===== config.mk =====
export PLATFORM = sky130hd
export DESIGN_NAME = mdio_frame_engine
export DESIGN_NICKNAME = d
export VERILOG_FILES = /design/src/rtl/mdio_frame_engine.sv
export SDC_FILE = /design/constraint.sdc
export NUM_CORES = 1
export LEC_CHECK = 0
export BUFFER_PORTS_ARGS = -buffer_cell sky130_fd_sc_hd__buf_2
export CAP_MARGIN = 20
export CORE_UTILIZATION = 55
export CTS_CLUSTER_DIAMETER = 100
export DETAILED_ROUTE_END_ITERATION = 12
export PLACE_DENSITY = 0.75
export SYNTH_ARGS = -nofsm -noshare
export SYNTH_HDL_FRONTEND = slang
export SYNTH_SLANG_ARGS = --single-unit

===== constraint.sdc =====
create_clock -name clk -period 4.6 [get_ports clk]
set_input_delay 0.46 -clock clk [delete_from_list [all_inputs] [get_ports clk]]
set_output_delay 0.46 -clock clk [all_outputs]
set_load 0.05 [all_outputs]

===== src/rtl/mdio_frame_engine.sv =====
`default_nettype none
// ============================================================================
// Module   : mdio_frame_engine
// Purpose  : Clause-22 MDIO frame engine; generates MDC, shifts frames out on
//            MDIO and captures read data. MDIO_PREAMBLE_EN adds the 32-bit
//            preamble; when undefined, preamble is suppressed.
// Revision : 1.0 - initial release
// ============================================================================
module mdio_frame_engine #(
    parameter int CLK_DIV = 10
) (
    input  logic        clk,
    input  logic        reset,
    input  logic [31:0] transmit_data_in,
    input  logic        transmit_we,
    input  logic        receive_re,
    output logic [15:0] receive_data,
    output logic        receive_valid,
    output logic        transmit_ready,
    output logic        busy,
    output logic        mdc,
    output logic        mdio_o,
    output logic        mdio_oe,
    input  logic        mdio_i
);

    typedef enum logic [2:0] {
        S_IDLE     = 3'd0,
        S_PREAMBLE = 3'd1,
        S_HEADER   = 3'd2,
        S_TA       = 3'd3,
        S_DATA     = 3'd4,
        S_GAP      = 3'd5
    } state_t;

    localparam logic [7:0] C_DIV_LAST = 8'(CLK_DIV - 1);

    state_t      state_q, state_d;
    logic [7:0]  div_q, div_d;
    logic        mdc_q, mdc_d;
    logic [5:0]  bit_q, bit_d;
    logic [31:0] sreg_q, sreg_d;
    logic        is_read_q, is_read_d;
    logic [15:0] rx_shift_q, rx_shift_d;
    logic [15:0] receive_data_q, receive_data_d;
    logic        receive_valid_q, receive_valid_d;
    logic        mdio_o_q, mdio_o_d;
    logic        mdio_oe_q, mdio_oe_d;
    logic        busy_q, busy_d;
    logic        ready_q, ready_d;
    logic        sync1_q, sync2_q;

    logic w_tick, w_rise_ev, w_bit_end;

    assign w_tick    = (div_q == C_DIV_LAST);
    assign w_rise_ev = w_tick & ~mdc_q;
    assign w_bit_end = w_tick &  mdc_q;

    always_comb begin
        state_d         = state_q;
        div_d           = div_q;
        mdc_d           = mdc_q;
        bit_d           = bit_q;
        sreg_d          = sreg_q;
        is_read_d       = is_read_q;
        rx_shift_d      = rx_shift_q;
        receive_data_d  = receive_data_q;
        receive_valid_d = receive_valid_q;
        mdio_o_d        = mdio_o_q;
        mdio_oe_d       = mdio_oe_q;

        // Acknowledge first so that a same-cycle completion below overrides it.
        if (receive_re) begin
            receive_valid_d = 1'b0;
        end

        if (state_q != S_IDLE) begin
            div_d = w_tick ? 8'd0 : div_q + 8'd1;
            if (w_tick) begin
                mdc_d = ~mdc_q;
            end
        end

        case (state_q)
            S_IDLE: begin
                mdc_d = 1'b0;
                div_d = 8'd0;
                if (transmit_we) begin
                    sreg_d    = transmit_data_in;
                    is_read_d = (transmit_data_in[29:28] == 2'b10);
                    bit_d     = 6'd0;
                    mdio_oe_d = 1'b1;
`ifdef MDIO_PREAMBLE_EN
                    state_d   = S_PREAMBLE;
                    mdio_o_d  = 1'b1;
`else
                    state_d   = S_HEADER;
                    mdio_o_d  = transmit_data_in[31];
`endif
                end
            end
            S_PREAMBLE: begin
                if (w_bit_end) begin
                    if (bit_q == 6'd31) begin
                        state_d  = S_HEADER;
                        bit_d    = 6'd0;
                        mdio_o_d = sreg_q[31];
                    end else begin
                        bit_d = bit_q + 6'd1;
                    end
                end
            end
            S_HEADER: begin
                if (w_bit_end) begin
                    sreg_d = {sreg_q[30:0], 1'b0};
                    if (bit_q == 6'd13) begin
                        state_d   = S_TA;
                        bit_d     = 6'd0;
                        mdio_o_d  = is_read_q ? 1'b1 : sreg_q[30];
                        mdio_oe_d = ~is_read_q;
                    end else begin
                        bit_d    = bit_q + 6'd1;
                        mdio_o_d = sreg_q[30];
                    end
                end
            end
            S_TA: begin
                if (w_bit_end) begin
                    sreg_d   = {sreg_q[30:0], 1'b0};
                    mdio_o_d = is_read_q ? 1'b1 : sreg_q[30];
                    if (bit_q == 6'd1) begin
                        state_d = S_DATA;
                        bit_d   = 6'd0;
                    end else begin
                        bit_d = bit_q + 6'd1;
                    end
                end
            end
            S_DATA: begin
                if (w_rise_ev && is_read_q) begin
                    rx_shift_d = {rx_shift_q[14:0], sync2_q};
                end
                if (w_bit_end) begin
                    sreg_d = {sreg_q[30:0], 1'b0};
                    if (bit_q == 6'd15) begin
                        state_d   = S_GAP;
                        bit_d     = 6'd0;
                        mdio_o_d  = 1'b1;
                        mdio_oe_d = 1'b0;
                    end else begin
                        bit_d    = bit_q + 6'd1;
                        mdio_o_d = is_read_q ? 1'b1 : sreg_q[30];
                    end
                end
            end
            S_GAP: begin
                if (w_bit_end) begin
                    state_d = S_IDLE;
                    bit_d   = 6'd0;
                    if (is_read_q) begin
                        receive_data_d  = rx_shift_q;
                        receive_valid_d = 1'b1;
                    end
                end
            end
            default: begin
                state_d   = S_IDLE;
                mdc_d     = 1'b0;
                mdio_o_d  = 1'b1;
                mdio_oe_d = 1'b0;
            end
        endcase

        busy_d  = (state_d != S_IDLE);
        ready_d = (state_d == S_IDLE);
    end

    always_ff @(posedge clk or posedge reset) begin
        if (reset) begin
            state_q         <= S_IDLE;
            div_q           <= 8'd0;
            mdc_q           <= 1'b0;
            bit_q           <= 6'd0;
            sreg_q          <= 32'd0;
            is_read_q       <= 1'b0;
            rx_shift_q      <= 16'd0;
            receive_data_q  <= 16'd0;
            receive_valid_q <= 1'b0;
            mdio_o_q        <= 1'b1;
            mdio_oe_q       <= 1'b0;
            busy_q          <= 1'b0;
            ready_q         <= 1'b1;
            sync1_q         <= 1'b1;
            sync2_q         <= 1'b1;
        end else begin
            state_q         <= state_d;
            div_q           <= div_d;
            mdc_q           <= mdc_d;
            bit_q           <= bit_d;
            sreg_q          <= sreg_d;
            is_read_q       <= is_read_d;
            rx_shift_q      <= rx_shift_d;
            receive_data_q  <= receive_data_d;
            receive_valid_q <= receive_valid_d;
            mdio_o_q        <= mdio_o_d;
            mdio_oe_q       <= mdio_oe_d;
            busy_q          <= busy_d;
            ready_q         <= ready_d;
            sync1_q         <= mdio_i;
            sync2_q         <= sync1_q;
        end
    end

    assign receive_data   = receive_data_q;
    assign receive_valid  = receive_valid_q;
    assign transmit_ready = ready_q;
    assign busy           = busy_q;
    assign mdc            = mdc_q;
    assign mdio_o         = mdio_o_q;
    assign mdio_oe        = mdio_oe_q;

endmodule
`default_nettype wire


======== Word-level counts from Yosys, hierarchy flattened ========
Cells that the tools add are included.
word-level totals
  bits in registers ....................... 90
  bits of input ports ..................... 37
  word-level logic and storage cells ...... 116
operators by class
  add/subtract/negate cells ............... 2
  eq/ne operators ......................... 23
  mux-type cells .......................... 51
  bitwise logic cells ..................... 6
  reductions and logical operators ........ 19
operator list
  kind                                                    count
  2-to-1 mux 32 bit                                       2
  case mux 32 bit (2 select lines)                        1
  2-to-1 mux 6 bit                                        10
  case mux 6 bit (6 select lines)                         1
  2-to-1 mux 3 bit                                        10
  2-to-1 mux 8 bit                                        3
  2-to-1 mux 1 bit                                        21
  inequality test 2 bit (second input constant)           9
  case mux 3 bit (6 select lines)                         1
  AND reduction 7 bit                                     2
  equality test 6 x 4 -> 1 bit (second input constant)    2
  adder 8 x 1 -> 8 bit (second input constant)            1
  equality test 8 x 4 -> 1 bit (second input constant)    1
  adder 6 x 1 -> 6 bit (second input constant)            1
  equality test 3 x 2 -> 1 bit (second input constant)    2
  equality test 3 bit (second input constant)             2
  equality test 6 x 1 -> 1 bit (second input constant)    1
  equality test 6 x 5 -> 1 bit (second input constant)    1
  logical NOT 3 bit                                       2
  inequality test 2 x 1 -> 1 bit (second input constant)  3
  case mux 1 bit (6 select lines)                         1
  AND reduction 2 bit                                     3
  AND reduction 3 bit                                     2
  AND reduction 6 bit                                     1
  11 further kinds                                        18

======== Longest topological paths before layout ========
  word-level depth ........................ 5
  mapped depth ............................ 8
  gate-level depth less buffers ........... 7

======== Worst setup path before layout ========
No wires, ideal clock.
  path kind ............................... flip-flop to flip-flop
  from .................................... register mdc_q, in the netlist mdc
  to ...................................... register mdio_o_q, in the netlist mdio_o
  library setup time ...................... 0.082 ns
  arrival ................................. 1.920 ns
  setup slack ............................. 2.598 ns
  cell stages (with the launch flop) ...... 7
  path buffers ............................ 1
  period minus slack after synthesis ...... 2.002 ns
  path through ............................ dfrtp_1 > and4bb_2 > and2_1 > clkbuf_1 > a22oi_1 > o211ai_1 > mux2_2
on the way
  word-level cells in the longest chain between the ends .. 3
ends and longest elaborated chain
  element                            RTL line  source
  start, declared                    40        logic mdc_q, mdc_d;
  start signal, assigned             198       mdc_q <= mdc_d;
  AND 1 bit (*)                      57        assign w_bit_end = w_tick & mdc_q;
  inequality test 2 bit (no line)    --
  AND reduction 7 bit (no line) (*)  --
  end signal, assigned               205       mdio_o_q <= mdio_o_d;
  end, declared                      47        logic mdio_o_q, mdio_o_d;
Every way passes the cells marked *; elsewhere a longest branch is shown, timed or not.
A chain may end at the register's enable or synchronous reset.

======== Worst setup path after layout ========
  from .................................... register state_q[2]
  to ...................................... register sreg_q[27]
on the way
  word-level cells in the longest chain between the ends .. 4
ends and longest elaborated chain
  element                                                                         RTL line  source
  start, declared                                                                 38        state_t state_q, state_d;
  start signal, assigned                                                          196       state_q <= state_d;
  equality test 3 bit or equality test 3 x 2 -> 1 bit (tied branches)             84        case (state_q)
  OR reduction 3 bit (no line)                                                    --
  inequality test 2 x 1 -> 1 bit (no line) or nonzero test 2 bit (tied branches)  --
  AND reduction 3 bit (no line)                                                   --
  end signal, assigned                                                            200       sreg_q <= sreg_d;
  end, declared                                                                   42        logic [31:0] sreg_q, sreg_d;
Parallel ways exist; a longest one is shown, timed or not.

==> impl_summary.md <==
GRT
The first-pass GRT wire length is 14,010 um. Global routing consumed, over all layers together, 21.11% of the routing resources. The number of antenna violations at the first check in global routing is 0. Entering global routing, the biggest net connects 51 pins.

The via count of the first global-routing pass is between 2,000 and 3,000. The total overflow left after global routing is 0.

Power and ir drop
Power comes to 1.341 mW. The sequential power share is 59.2%. Internal power comes to 1.026 mW.

The switching part of the total is 23.53%. Summed over all nets, the switching power comes to around 0.32 mW. For this design the ratio of total power to cell area is 275.5 nW/um^2. The worst-case IR drop observed on VDD is about 0.22 mV. Of the total power, combinational logic draws 2.8%. The clock network burns a little under two fifths of the power. The analysis attributes to cell leakage a power of between 2 and 2.5 nW.

Setup path
In this run the worst path has a maximum fanout of 32. STA classifies the critical path endpoint as a flip-flop. The minimum setup slack among reg-to-reg paths is around 2100 ps.

The launching element type of the critical path is a flip-flop. In this design, the stage delay of the slowest critical-path cell is 900 ps. The critical path contains buffers and inverters numbering 0 combined. The kind of cell with the highest combined delay along the critical path is simple AND/OR/NAND/NOR gates. The required time at the worst-slack endpoint is 4810 ps. The critical path is of the flip-flop to flip-flop type. Among all stages on the critical path, the largest delay is contributed by nor2_4. The signal on the critical path passes through nor2b_1 -> nor2_4 -> mux2i_1 -> a21oi_1. The arrival time of the worst setup path is 2750 ps.

Die
The total die area is 8258 um^2. The number of I/O pins is between 50 and 60. The vertical die dimension is 90.88 um. The initial cell density of the core is 56.51%. The area inside the core boundary is 7687 um^2. The die span in x is 90.88 um.

The row count is 32.

STA
Setup violations remaining at the end of the flow were counted as 0. In the final timing run, aggregate negative setup slack is 0 ps. Clock skew on the completed layout was measured at around 11 ps. The max-slew violation count is 0.

Setup slack closes at ~2100 ps. After layout, the minimum clock period comes to 2537 ps. Setup repair after global routing left no endpoint under its margin. The max-slew headroom at the worst pin is between 20 and 30%. The worst hold slack is 187.9 ps. At the pin with the least slew margin, the transition time is approximately 1100 ps. The highest clock rate is 0.3941 GHz. The number of endpoints with negative hold slack in the final report came to 0. The share of the clock period used by the worst path after layout is 55.16%.

Clock tree
The total number of clock tree sinks is 90. The clock tree root driver cell is clkbuf_8. Once the clock tree was built, the resizer swapped 0 gates to a different size. The insertion delay to the later sink of the worst-skew pair is 350 ps.

The H-tree level count is 3. Hold repair after CTS inserted 0 buffers. The post-CTS setup repair buffer count is 0. TritonCTS built the clock tree.

After clock tree synthesis, the clock-pin slew on the worst setup and hold paths is 90 ps. TritonCTS created 9 clock buffers. No sink is reached through more buffers than the 2 on the longest clock path.

Route
The number of DRC markers after the initial detailed-route iteration is 184. The total wire length after detailed routing is 8160 um. The detail route stage leaves a number of antenna-violating nets equal to 0. After detailed routing, the average wire length per cell comes to 14.84 um.

The number of design rule violations left after detail routing is 0. The pre-antenna-repair detailed-routing pass consisted of 5 iterations. The number of vias per cell is around 5.5. The total vias in the final route is between 3,000 and 4,000.

Synthesis
The dominant register cell in the synthesized netlist is dfrtp_1. In the synthesized netlist the async set-or-reset flop fraction comes to 100.0%. The average instance area after synthesis is 11.03 um^2. Sequential elements use 51.96% of the synthesized area.

Yosys printed 0 warnings. The netlist area before placement is 4344 um^2. The number of cells produced by synthesis is 394. The synthesized netlist contains 55 unique library cells. The synthesized net count is roughly 440. The number of flops mapped to enable cells by yosys is 0. Counting flops and latches in the post-synthesis netlist gives 90.

Final layout
The layout overhead on the synthesized area is 12.04%. In the layout the commonest cells are dfrtp_1, buf_2, nor2_1. The antenna cell count is 0. For this run, the post-layout net count is 484. The finished layout holds 550 standard cells, fillers aside.

The end-of-flow core utilization is 63.31%. Cells with a size suffix above 1 make up 25.89% of the layout. The most common cell after layout, fill and taps aside is dfrtp_1.

The finished cells cover approximately 4900 um^2.

Placement
In this run the cell area measured after placement is 4682 um^2. At the placement stage, the worst setup path has a slack of around 2100 ps. The detailed placer's ending HPWL is 5577 um. The number of I/O port buffers is 58. At the end of routability-driven placement, the weighted congestion stood at 0.8672. Once placement completed, the tool counted placed cells totaling 534.

Status
The run finished with clean final reports.

Run
Across the run, the number of max-cap violations was 0.

Min path
The worst min-delay path class is input port to asynchronous set/reset pin.
metal layers:
metal	routed length, um	track usage, %	vias up
met5	0	0	-
met3	314	3.872	8
met1	3867	30.05	1460
li1	-	-	1482
met2	3893	32.51	59
met4	84	7.672	0
path summary, 6_finish.rpt:
path	depth (start not counted)	start	end
setup reg to reg	4	state_q[2]$_DFF_PP0_	sreg_q[27]$_DFFE_PP0P_
hold reg to reg	0	sync1_q$_DFF_PP1_	sync2_q$_DFF_PP1_
max in group asynchronous	3	reset	rx_shift_q[0]$_DFFE_PP0P_
setup / recovery	4	state_q[2]$_DFF_PP0_	sreg_q[27]$_DFFE_PP0P_
hold / removal	2	reset	sreg_q[6]$_DFFE_PP0P_
min in group clk	1	mdio_i	sync1_q$_DFF_PP1_
flip-flops by register name (all words and copies together) (netlist names):
| name | count |
|---|---|
| sreg_q | 32 |
| receive_data | 16 |
| rx_shift_q | 16 |
| div_q | 8 |
| bit_q | 6 |
| state_q | 3 |
| busy | 1 |
| is_read_q | 1 |
| mdc | 1 |
| mdio_o | 1 |
| mdio_oe | 1 |
| receive_valid | 1 |
| sync1_q | 1 |
| sync2_q | 1 |
| transmit_ready | 1 |
final cells by class:
cell class                      count  area, um^2
Sequential cell                    90        2257
Fill cell                         643        2820
Clock buffer                       11       141.4
Clock inverter                      5       43.79
Timing Repair Buffer               60       305.3
Tap cell                          102       127.6
Inverter                           11       42.54
Multi-Input combinational cell    271        1949
power groups by stage:
| stage | clock [mW] | combinational, mW | sequential [mW] |
|---|---|---|---|
| floorplan | 0 | 0.0146 | 0.810 |
| global placement | 0 | 0.0379 | 0.809 |
| detailed placement | 0 | 0.0387 | 0.809 |
| CTS | 0.520 | 0.0387 | 0.793 |
| global route | 0.546 | 0.0429 | 0.794 |
| finish | 0.511 | 0.0373 | 0.793 |
Yosys cell counts, types with 2 or more instances:
cell type / instances / area share, %
dfrtp_1: 86 / 50
nor2_1: 56 / 4.8
a21oi_1: 40 / 4.6
mux2i_1: 33 / 7.6
mux2_2: 14 / 3.6
nand2_1: 13 / 1.1
buf_2: 11 / 1.3
inv_1: 11 / 0.95
o21ai_0: 11 / 1.3
mux2_1: 10 / 2.6
clkbuf_1: 9 / 0.78
mux2_4: 9 / 3.1
nand3_1: 7 / 0.81
nor3b_1: 6 / 1.0
nand2b_1: 5 / 0.72
nor3_1: 5 / 0.58
and2_1: 4 / 0.58
dfstp_2: 4 / 2.4
ha_1: 4 / 1.2
nor2b_1: 4 / 0.58
xnor2_1: 4 / 0.81
and3_1: 3 / 0.43
o21a_1: 3 / 0.52
o22ai_1: 3 / 0.43
xor2_1: 3 / 0.60
a21o_1: 2 / 0.35
a31oi_1: 2 / 0.29
buf_6: 2 / 0.52
nand4_4: 2 / 0.98
o21ai_1: 2 / 0.23
or2_2: 2 / 0.29
kinds of logic (layout without fill, tap and decap cells):
kind of cell,Yosys count,in the layout,share of synthesized area [%]
simple gates,116,116,14.26
flops,90,90,51.96
compound gates,78,78,10.77
mux,66,66,16.94
buf+inv,33,87,3.514
xor+xnor,7,7,1.411
fa+ha+maj,4,4,1.152
No activity file was read; power rests on OpenSTA's default activity.
